`src/rtl/led_display_package.sv`:
```
// Shared constants and types for the LED display frame buffer path.
package led_display_package;

  localparam int FRAME_ADDR_WIDTH = 13;
  localparam int FRAME_DATA_WIDTH = 64;
  localparam int FRAME_RD_LATENCY = 2;

  typedef enum logic {SWAP_IDLE, SWAP_PENDING} swap_state_t;

endpackage

```
`src/rtl/frame_ram_arbiter_if.sv`:
```
// Requester, swap and RAM-side signals of frame_ram_arbiter, bundled with
// slave (arbiter) and master (host/reader/RAM side) modports.
interface frame_ram_arbiter_if
  import led_display_package::*;
#(
  parameter int ADDR_WIDTH = FRAME_ADDR_WIDTH,
  parameter int DATA_WIDTH = FRAME_DATA_WIDTH
);

  logic                  rd_req_in;
  logic [ADDR_WIDTH-2:0] rd_addr_in;
  logic                  rd_ack_out;
  logic [DATA_WIDTH-1:0] rd_data_out;
  logic                  rd_data_valid_out;
  logic                  frame_start_in;

  logic                  wr_valid_in;
  logic [ADDR_WIDTH-2:0] wr_addr_in;
  logic [DATA_WIDTH-1:0] wr_data_in;
  logic                  wr_ready_out;

  logic                  swap_req_in;
  logic                  swap_done_out;
  logic                  front_bank_out;

  logic                  ram_we_out;
  logic [ADDR_WIDTH-1:0] ram_addr_out;
  logic [DATA_WIDTH-1:0] ram_din_out;
  logic [DATA_WIDTH-1:0] ram_dout_in;

  modport slave (
    input  rd_req_in, rd_addr_in, frame_start_in,
    input  wr_valid_in, wr_addr_in, wr_data_in,
    input  swap_req_in, ram_dout_in,
    output rd_ack_out, rd_data_out, rd_data_valid_out, wr_ready_out,
    output swap_done_out, front_bank_out,
    output ram_we_out, ram_addr_out, ram_din_out
  );

  modport master (
    output rd_req_in, rd_addr_in, frame_start_in,
    output wr_valid_in, wr_addr_in, wr_data_in,
    output swap_req_in, ram_dout_in,
    input  rd_ack_out, rd_data_out, rd_data_valid_out, wr_ready_out,
    input  swap_done_out, front_bank_out,
    input  ram_we_out, ram_addr_out, ram_din_out
  );

endinterface

```
`src/rtl/frame_bank_ctrl.sv`:
```
// Bank swap controller: front-bank register, swap FSM and swap_done pulse.
// Double buffering is enabled by defining FRAME_RAM_DOUBLE_BUFFER_EN.
module frame_bank_ctrl
  import led_display_package::*;
(
  input  logic clk,
  input  logic rst,
  input  logic swap_req,
  input  logic frame_start,
  output logic front_bank,
  output logic rd_bank,
  output logic wr_bank,
  output logic blocked,
  output logic swap_done
);

`ifdef FRAME_RAM_DOUBLE_BUFFER_EN

  swap_state_t state_q, state_d;
  logic        front_q, front_d;
  logic        done_q, done_d;

  // NOTE: state registers use non-blocking assignments so every flop samples
  // pre-edge values regardless of process ordering.
  always_ff @(posedge clk or posedge rst) begin
    if (rst) begin
      state_q <= SWAP_IDLE;
      front_q <= 1'b0;
      done_q  <= 1'b0;
    end else begin
      state_q <= state_d;
      front_q <= front_d;
      done_q  <= done_d;
    end
  end

  // NOTE: every output of this block is defaulted first so no path infers a latch.
  always_comb begin
    state_d = state_q;
    front_d = front_q;
    done_d  = 1'b0;
    case (state_q)
      SWAP_IDLE: begin
        // A frame_start in the same cycle as the request does not complete it.
        if (swap_req) state_d = SWAP_PENDING;
      end
      SWAP_PENDING: begin
        if (frame_start) begin
          state_d = SWAP_IDLE;
          front_d = ~front_q;
          done_d  = 1'b1;
        end
      end
      default: state_d = SWAP_IDLE;
    endcase
  end

  assign front_bank = front_q;
  assign rd_bank    = front_q;
  assign wr_bank    = ~front_q;
  assign blocked    = (state_q == SWAP_PENDING);
  assign swap_done  = done_q;

`else

  // Single-buffer build: acknowledge swaps after one cycle so host code is
  // identical in both builds; the bank bit stays 0.
  logic done_q;
  logic unused_frame_start;

  always_ff @(posedge clk or posedge rst) begin
    if (rst) done_q <= 1'b0;
    else     done_q <= swap_req;
  end

  assign unused_frame_start = frame_start;
  assign front_bank = 1'b0;
  assign rd_bank    = 1'b0;
  assign wr_bank    = 1'b0;
  assign blocked    = 1'b0;
  assign swap_done  = done_q;

`endif

endmodule

```
`src/rtl/frame_ram_arbiter.sv`:
```
// Single-port frame_ram arbiter: display reads have priority, host writes get
// bounded latency via a stall counter; banking lives in frame_bank_ctrl.
module frame_ram_arbiter
  import led_display_package::*;
#(
  parameter int ADDR_WIDTH   = FRAME_ADDR_WIDTH,
  parameter int DATA_WIDTH   = FRAME_DATA_WIDTH,
  parameter int RD_LATENCY   = FRAME_RD_LATENCY,
  parameter int MAX_WR_STALL = 8
) (
  input  logic                clk_in,
  input  logic                reset_in,
  frame_ram_arbiter_if.slave  bus
);

  localparam int                 STALL_W   = $clog2(MAX_WR_STALL + 1);
  localparam logic [STALL_W-1:0] STALL_MAX = STALL_W'(MAX_WR_STALL);

  logic                  front_bank, rd_bank, wr_bank, blocked, swap_done;
  logic                  wr_eligible, rd_grant, wr_grant;
  logic [STALL_W-1:0]    stall_q, stall_d;
  logic [RD_LATENCY-1:0] vld_q;

  frame_bank_ctrl u_bank (
    .clk         (clk_in),
    .rst         (reset_in),
    .swap_req    (bus.swap_req_in),
    .frame_start (bus.frame_start_in),
    .front_bank  (front_bank),
    .rd_bank     (rd_bank),
    .wr_bank     (wr_bank),
    .blocked     (blocked),
    .swap_done   (swap_done)
  );

  // Grants are suppressed while reset is asserted so all outputs read 0.
  always_comb begin
    wr_eligible = bus.wr_valid_in && !blocked;
    rd_grant    = 1'b0;
    wr_grant    = 1'b0;
    if (!reset_in) begin
      if (wr_eligible && stall_q == STALL_MAX) wr_grant = 1'b1;
      else if (bus.rd_req_in)                  rd_grant = 1'b1;
      else if (wr_eligible)                    wr_grant = 1'b1;
    end
  end

  always_comb begin
    stall_d = stall_q;
    if (!bus.wr_valid_in || wr_grant)         stall_d = '0;
    else if (!blocked && stall_q != STALL_MAX) stall_d = stall_q + STALL_W'(1);
  end

  always_ff @(posedge clk_in or posedge reset_in) begin
    if (reset_in) begin
      stall_q <= '0;
      vld_q   <= '0;
    end else begin
      stall_q  <= stall_d;
      vld_q[0] <= rd_grant;
      for (int i = 1; i < RD_LATENCY; i++) vld_q[i] <= vld_q[i-1];
    end
  end

  assign bus.rd_ack_out        = rd_grant;
  assign bus.wr_ready_out      = wr_grant;
  assign bus.ram_we_out        = wr_grant;
  assign bus.ram_addr_out      = rd_grant ? {rd_bank, bus.rd_addr_in} :
                                 wr_grant ? {wr_bank, bus.wr_addr_in} :
                                 {ADDR_WIDTH{1'b0}};
  assign bus.ram_din_out       = wr_grant ? bus.wr_data_in : {DATA_WIDTH{1'b0}};
  assign bus.rd_data_out       = reset_in ? {DATA_WIDTH{1'b0}} : bus.ram_dout_in;
  assign bus.rd_data_valid_out = vld_q[RD_LATENCY-1];
  assign bus.swap_done_out     = swap_done;
  assign bus.front_bank_out    = front_bank;

endmodule

```
`src/flat_wrapper.sv`:
```
// flat-port wrapper written by rule: the top's interface ports become plain ports
module frame_ram_arbiter_flat import led_display_package::*;
#(
  parameter int ADDR_WIDTH   = FRAME_ADDR_WIDTH,
  parameter int DATA_WIDTH   = FRAME_DATA_WIDTH,
  parameter int RD_LATENCY   = FRAME_RD_LATENCY,
  parameter int MAX_WR_STALL = 8
)
  (clk_in, reset_in, bus_rd_req_in, bus_rd_addr_in, bus_frame_start_in, bus_wr_valid_in, bus_wr_addr_in, bus_wr_data_in, bus_swap_req_in, bus_ram_dout_in, bus_rd_ack_out, bus_rd_data_out, bus_rd_data_valid_out, bus_wr_ready_out, bus_swap_done_out, bus_front_bank_out, bus_ram_we_out, bus_ram_addr_out, bus_ram_din_out);
  frame_ram_arbiter_if #(.ADDR_WIDTH(ADDR_WIDTH), .DATA_WIDTH(DATA_WIDTH)) bus_i ();
  input  logic clk_in;
  input  logic reset_in;
  input wire logic [$bits(bus_i.rd_req_in)-1:0] bus_rd_req_in;
  input wire logic [$bits(bus_i.rd_addr_in)-1:0] bus_rd_addr_in;
  input wire logic [$bits(bus_i.frame_start_in)-1:0] bus_frame_start_in;
  input wire logic [$bits(bus_i.wr_valid_in)-1:0] bus_wr_valid_in;
  input wire logic [$bits(bus_i.wr_addr_in)-1:0] bus_wr_addr_in;
  input wire logic [$bits(bus_i.wr_data_in)-1:0] bus_wr_data_in;
  input wire logic [$bits(bus_i.swap_req_in)-1:0] bus_swap_req_in;
  input wire logic [$bits(bus_i.ram_dout_in)-1:0] bus_ram_dout_in;
  output wire logic [$bits(bus_i.rd_ack_out)-1:0] bus_rd_ack_out;
  output wire logic [$bits(bus_i.rd_data_out)-1:0] bus_rd_data_out;
  output wire logic [$bits(bus_i.rd_data_valid_out)-1:0] bus_rd_data_valid_out;
  output wire logic [$bits(bus_i.wr_ready_out)-1:0] bus_wr_ready_out;
  output wire logic [$bits(bus_i.swap_done_out)-1:0] bus_swap_done_out;
  output wire logic [$bits(bus_i.front_bank_out)-1:0] bus_front_bank_out;
  output wire logic [$bits(bus_i.ram_we_out)-1:0] bus_ram_we_out;
  output wire logic [$bits(bus_i.ram_addr_out)-1:0] bus_ram_addr_out;
  output wire logic [$bits(bus_i.ram_din_out)-1:0] bus_ram_din_out;
  assign bus_i.rd_req_in = bus_rd_req_in;
  assign bus_i.rd_addr_in = bus_rd_addr_in;
  assign bus_i.frame_start_in = bus_frame_start_in;
  assign bus_i.wr_valid_in = bus_wr_valid_in;
  assign bus_i.wr_addr_in = bus_wr_addr_in;
  assign bus_i.wr_data_in = bus_wr_data_in;
  assign bus_i.swap_req_in = bus_swap_req_in;
  assign bus_i.ram_dout_in = bus_ram_dout_in;
  assign bus_rd_ack_out = bus_i.rd_ack_out;
  assign bus_rd_data_out = bus_i.rd_data_out;
  assign bus_rd_data_valid_out = bus_i.rd_data_valid_out;
  assign bus_wr_ready_out = bus_i.wr_ready_out;
  assign bus_swap_done_out = bus_i.swap_done_out;
  assign bus_front_bank_out = bus_i.front_bank_out;
  assign bus_ram_we_out = bus_i.ram_we_out;
  assign bus_ram_addr_out = bus_i.ram_addr_out;
  assign bus_ram_din_out = bus_i.ram_din_out;
  frame_ram_arbiter #(.ADDR_WIDTH(ADDR_WIDTH), .DATA_WIDTH(DATA_WIDTH), .RD_LATENCY(RD_LATENCY), .MAX_WR_STALL(MAX_WR_STALL)) u_core (.clk_in(clk_in), .reset_in(reset_in), .bus(bus_i));
endmodule
```
`config.mk`:
```
export PLATFORM = sky130hd
export DESIGN_NAME = frame_ram_arbiter_flat
export DESIGN_NICKNAME = d
export VERILOG_FILES = /design/src/rtl/led_display_package.sv /design/src/rtl/frame_ram_arbiter_if.sv /design/src/rtl/frame_bank_ctrl.sv /design/src/rtl/frame_ram_arbiter.sv /design/src/flat_wrapper.sv
export SDC_FILE = /design/constraint.sdc
export NUM_CORES = 1
export LEC_CHECK = 0
export CORE_AREA = 2 2 120 122
export CTS_CLUSTER_SIZE = 40
export DETAILED_ROUTE_END_ITERATION = 8
export DIE_AREA = 0 0 122 124
export PLACE_DENSITY_LB_ADDON = 0.2
export SETUP_SLACK_MARGIN = 0.15
export SYNTH_ARGS = -nofsm -noshare
export SYNTH_HDL_FRONTEND = slang
export SYNTH_HIERARCHICAL = 1
export SYNTH_SLANG_ARGS = --single-unit
```
`constraint.sdc`:
```
create_clock -name clk_in -period 2.5 [get_ports clk_in]
set_input_delay 0.625 -clock clk_in [delete_from_list [all_inputs] [get_ports clk_in]]
set_output_delay 0.625 -clock clk_in [all_outputs]
set_load 0.05 [all_outputs]
```
==> impl_metrics.py <==
metrics = {
    "synth": {
        "yosysTopAreaCell": "and2_1",
        "synthesis.area_sq_um": 1667,
        "synth_edf_count": 0,
        "postSynthCellCount": 246,
        "yosys-top-cells-area": "and2_1 (24%), nor2b_1 (24%), dfrtp_1 (11%)",
        "async_reset_ff_share_pct": 100.0,
        "yosysTopAreaCellShare_pct": 24.02,
        "ys_ff_latch": 7,
        "synthFlopType": "dfrtp_1",
        "yosys-top-cells-count": "and2_1 (64), nor2b_1 (64), inv_1 (18)",
        "ys_types": 27,
        "ys_warn_count": 6,
        "avgSynthCellArea_sq_um": 6.775,
        "yosysSeqAreaShare_pct": 10.51,
    },
    "finish": {
        "nNetsFinal": 720,
        "nFillCells": 1209,
        "n_antenna_cell": 0,
        "area_growth_pct": 329.9,
        "multi_input_area_sq_um": 1614,
        "final_util_pct": 52.22,
        "regArea_sq_um": 175.2,
        "drive_gt1_share_pct": 47.76,
    },
    "drt": {
        "dr.pass1.iters": 4,
        "finalWirelength_um": 12220,
        "drc": 0,
        "final_antenna_net_count": 0,
        "viasPerCell": 3.972,
        "vias": 2935,
        "routedWlPerCell_um": 16.53,
        "drtIter0Drc": 52,
    },
    "critical_path": {
        "crit_fanout": 8,
        "cp-start-kind": "flip-flop",
        "rr_worst_depth": 8,
        "r2r-end": "u_core/stall_q[3]$_DFFE_PP0P_",
        "worstPathRequired_ns": 1.88,
        "worstSetupPathType": "flip-flop to output port",
        "crit_path_end_kind": "output port",
        "r2r_start": "u_core/stall_q[1]$_DFFE_PP0P_",
        "worstPathArrival_ns": 1.99,
        "r2r_setup_slack_ns": 0.89,
        "crit_path_end": "bus_ram_din_out[62]",
        "cp-startpoint": "u_core/stall_q[1]$_DFFE_PP0P_",
    },
    "die": {
        "die_y_um": 124,
        "die-area_sq_um": 15130,
        "row_count": 43,
        "die-width_um": 122,
        "core-area_sq_um": 13720,
        "pin_count": 305,
        "initial_core_util_pct": 12.15,
    },
    "hold_path": {
        "worstHoldStart": "u_core/vld_q[0]$_DFF_PP0_",
        "min_path_type": "flip-flop to flip-flop",
    },
    "timing": {
        "rsz0062_at_grt": "true",
        "fmax_mhz": 381.8,
        "setup_viol": 78,
        "tns_ns": -6.245,
        "slew_viol_final": 0,
        "fin_skew_ns": 0.0002757,
        "period_share_pct": 104.8,
        "period_minus_slack_ns": 2.619,
        "hold_viol_final": 0,
        "relSlewSlack_pct": 26.67,
        "fin_ws_ns": -0.1194,
        "worst_slew_pin_slew_ns": 1.103,
    },
    "power_and_ir_drop": {
        "clockPowerShare_pct": 17.4,
        "combPwrFrac_pct": 74.9,
        "p_int_mw": 0.9748,
        "switching_power_mw": 0.6127,
        "p_leak_nw": 2.899,
        "swShare_pct": 38.60,
        "powerDensity_nw_per_um2": 221.6,
        "peakVddDrop_mv": 0.1835,
        "power.share.sequential_pct": 7.7,
    },
    "global_route": {
        "grt_pass1_wl_um": 17140,
        "overflow": 0,
        "antenna_found_initial": 0,
        "grt_max_degree": 44,
        "grt_pass1_vias": 3117,
        "grtUsageTotal_pct": 14.61,
    },
    "cts": {
        "cts_inserted_buffers": 3,
        "cts_tree": "done",
        "cts_htree_levels": 1,
        "cts_max_path_buffers": 2,
        "clock_sinks": 7,
        "cts_hold_buffers": 0,
        "clk_transition_reported_paths_ns": 0.04,
        "clock_latency_ns": 0.23,
        "cts_root_buf": "clkbuf_16",
    },
    "outcome": {
        "status": "finished with violations",
        "violations": "negative setup slack",
    },
    "place": {
        "hpwl_um": 9456,
        "place_congestion": 0.7026,
        "port_buffers": 301,
    },
    "run": {
        "maxCapViolCount": 0,
    },
}
[area by class of cell]
cell class                 instances  share of cell area [%]
clock buffer                       3                   1.048
multi-input combinational        194                   22.53
tap                              180                   3.144
timing repair buffer             336                   69.82
clock inverter                     1                 0.06986
sequential                         7                   2.445
inverter                          18                  0.9431
[sequential cells by signal, indices dropped and copies added (netlist names)]
| name | flops |
|---|---|
| u_core/u_bank/swap_done | 1 |
| u_core/vld_q | 2 |
| u_core/stall_q | 4 |
[worst min path at each step]
| stage | to | slack (ns) | depth (start not counted) |
|---|---|---|---|
| after CTS | u_core/vld_q[1]$_DFF_PP0_ | 0.36 | 0 |
| after floorplan | u_core/vld_q[1]$_DFF_PP0_ | 0.33 | 0 |
| after detailed placement | u_core/vld_q[1]$_DFF_PP0_ | 0.35 | 0 |
| after global routing | u_core/vld_q[1]$_DFF_PP0_ | 0.37 | 0 |
| final | u_core/vld_q[1]$_DFF_PP0_ | 0.36 | 0 |
| after global placement | u_core/vld_q[1]$_DFF_PP0_ | 0.34 | 0 |
[power groups by stage]
stage / registers [mW] / clock network [mW] / logic, mW
finish: 0.122 / 0.277 / 1.19
floorplan: 0.129 / 0 / 0.476
global route: 0.122 / 0.289 / 1.24
CTS: 0.122 / 0.283 / 1.19
detailed placement: 0.123 / 0 / 1.14
global placement: 0.123 / 0 / 1.13
[layout by cell type, fill, tap and decap left out, types with 2 or more instances in the layout]
cell type / n
a211o_1: 14
dfrtp_1: 7
buf_6: 3
a21oi_1: 4
inv_2: 2
o211ai_1: 13
clkbuf_16: 6
clkdlybuf4s50_1: 155
a21oi_4: 11
buf_16: 8
buf_12: 149
inv_1: 16
buf_4: 16
conb_1: 4
nor2b_1: 64
and2_4: 64
[timing repair]
action	in CTS	in global routing
setup buffers	10	3
gates resized for setup	23	6
pin swaps	40	61
endpoints found under the setup margin	79	79
endpoints found under the hold margin	0	0
gates cloned	8	3
[cells by family (layout without fill, tap and decap cells)]
logic type	Yosys count	after routing	share of synthesized area (%)
other	1	4	0.2250
flip-flops	7	7	10.51
adder cells (fa/ha/maj)	2	2	1.501
XOR/XNOR	1	1	0.5256
AO/OA/AOI/OAI	50	50	22.15
AND/OR/NAND/NOR	137	137	52.18
buffers and inverters	48	358	12.91
[through the flow]
stage	instance area (sq um)	hold slack [ns]	power [mW]	setup WS [ns]	cells
2_1_floorplan	1986	0.3312	0.6053	0.07301	249
3_3_place_gp	6609	0.3375	1.255	-0.3632	711
3_5_place_dp	6609	0.3544	1.264	-0.3872	711
4_1_cts	7054	0.3627	1.594	-0.1607	733
5_1_grt	7164	0.3681	1.651	-0.2256	739
6_report	7164	0.3602	1.587	-0.1194	739
[per-layer routing]
metal  GRT usage [%]  vias to the layer above  routed length, um  part of all wire (%)
met1           13.76                     1334               3752                    31
met2           29.33                      186               6760                    55
met3           5.998                        6               1601                    13
met4           3.089                        0                104                  0.85
li1                -                     1409                  -                     -
met5               0                        -                  0                     0
[worst max-delay path: stages, from the launching register on]
cell,delay [ns]
dfrtp_1,0.39
inv_2,0.08
ha_4,0.15
nand3b_4,0.09
a2111oi_4,0.31
buf_6,0.18
buf_12,0.14
clkbuf_16,0.16
and2_4,0.15
buf_12,0.13
No activity file was read; power rests on OpenSTA's default activity.
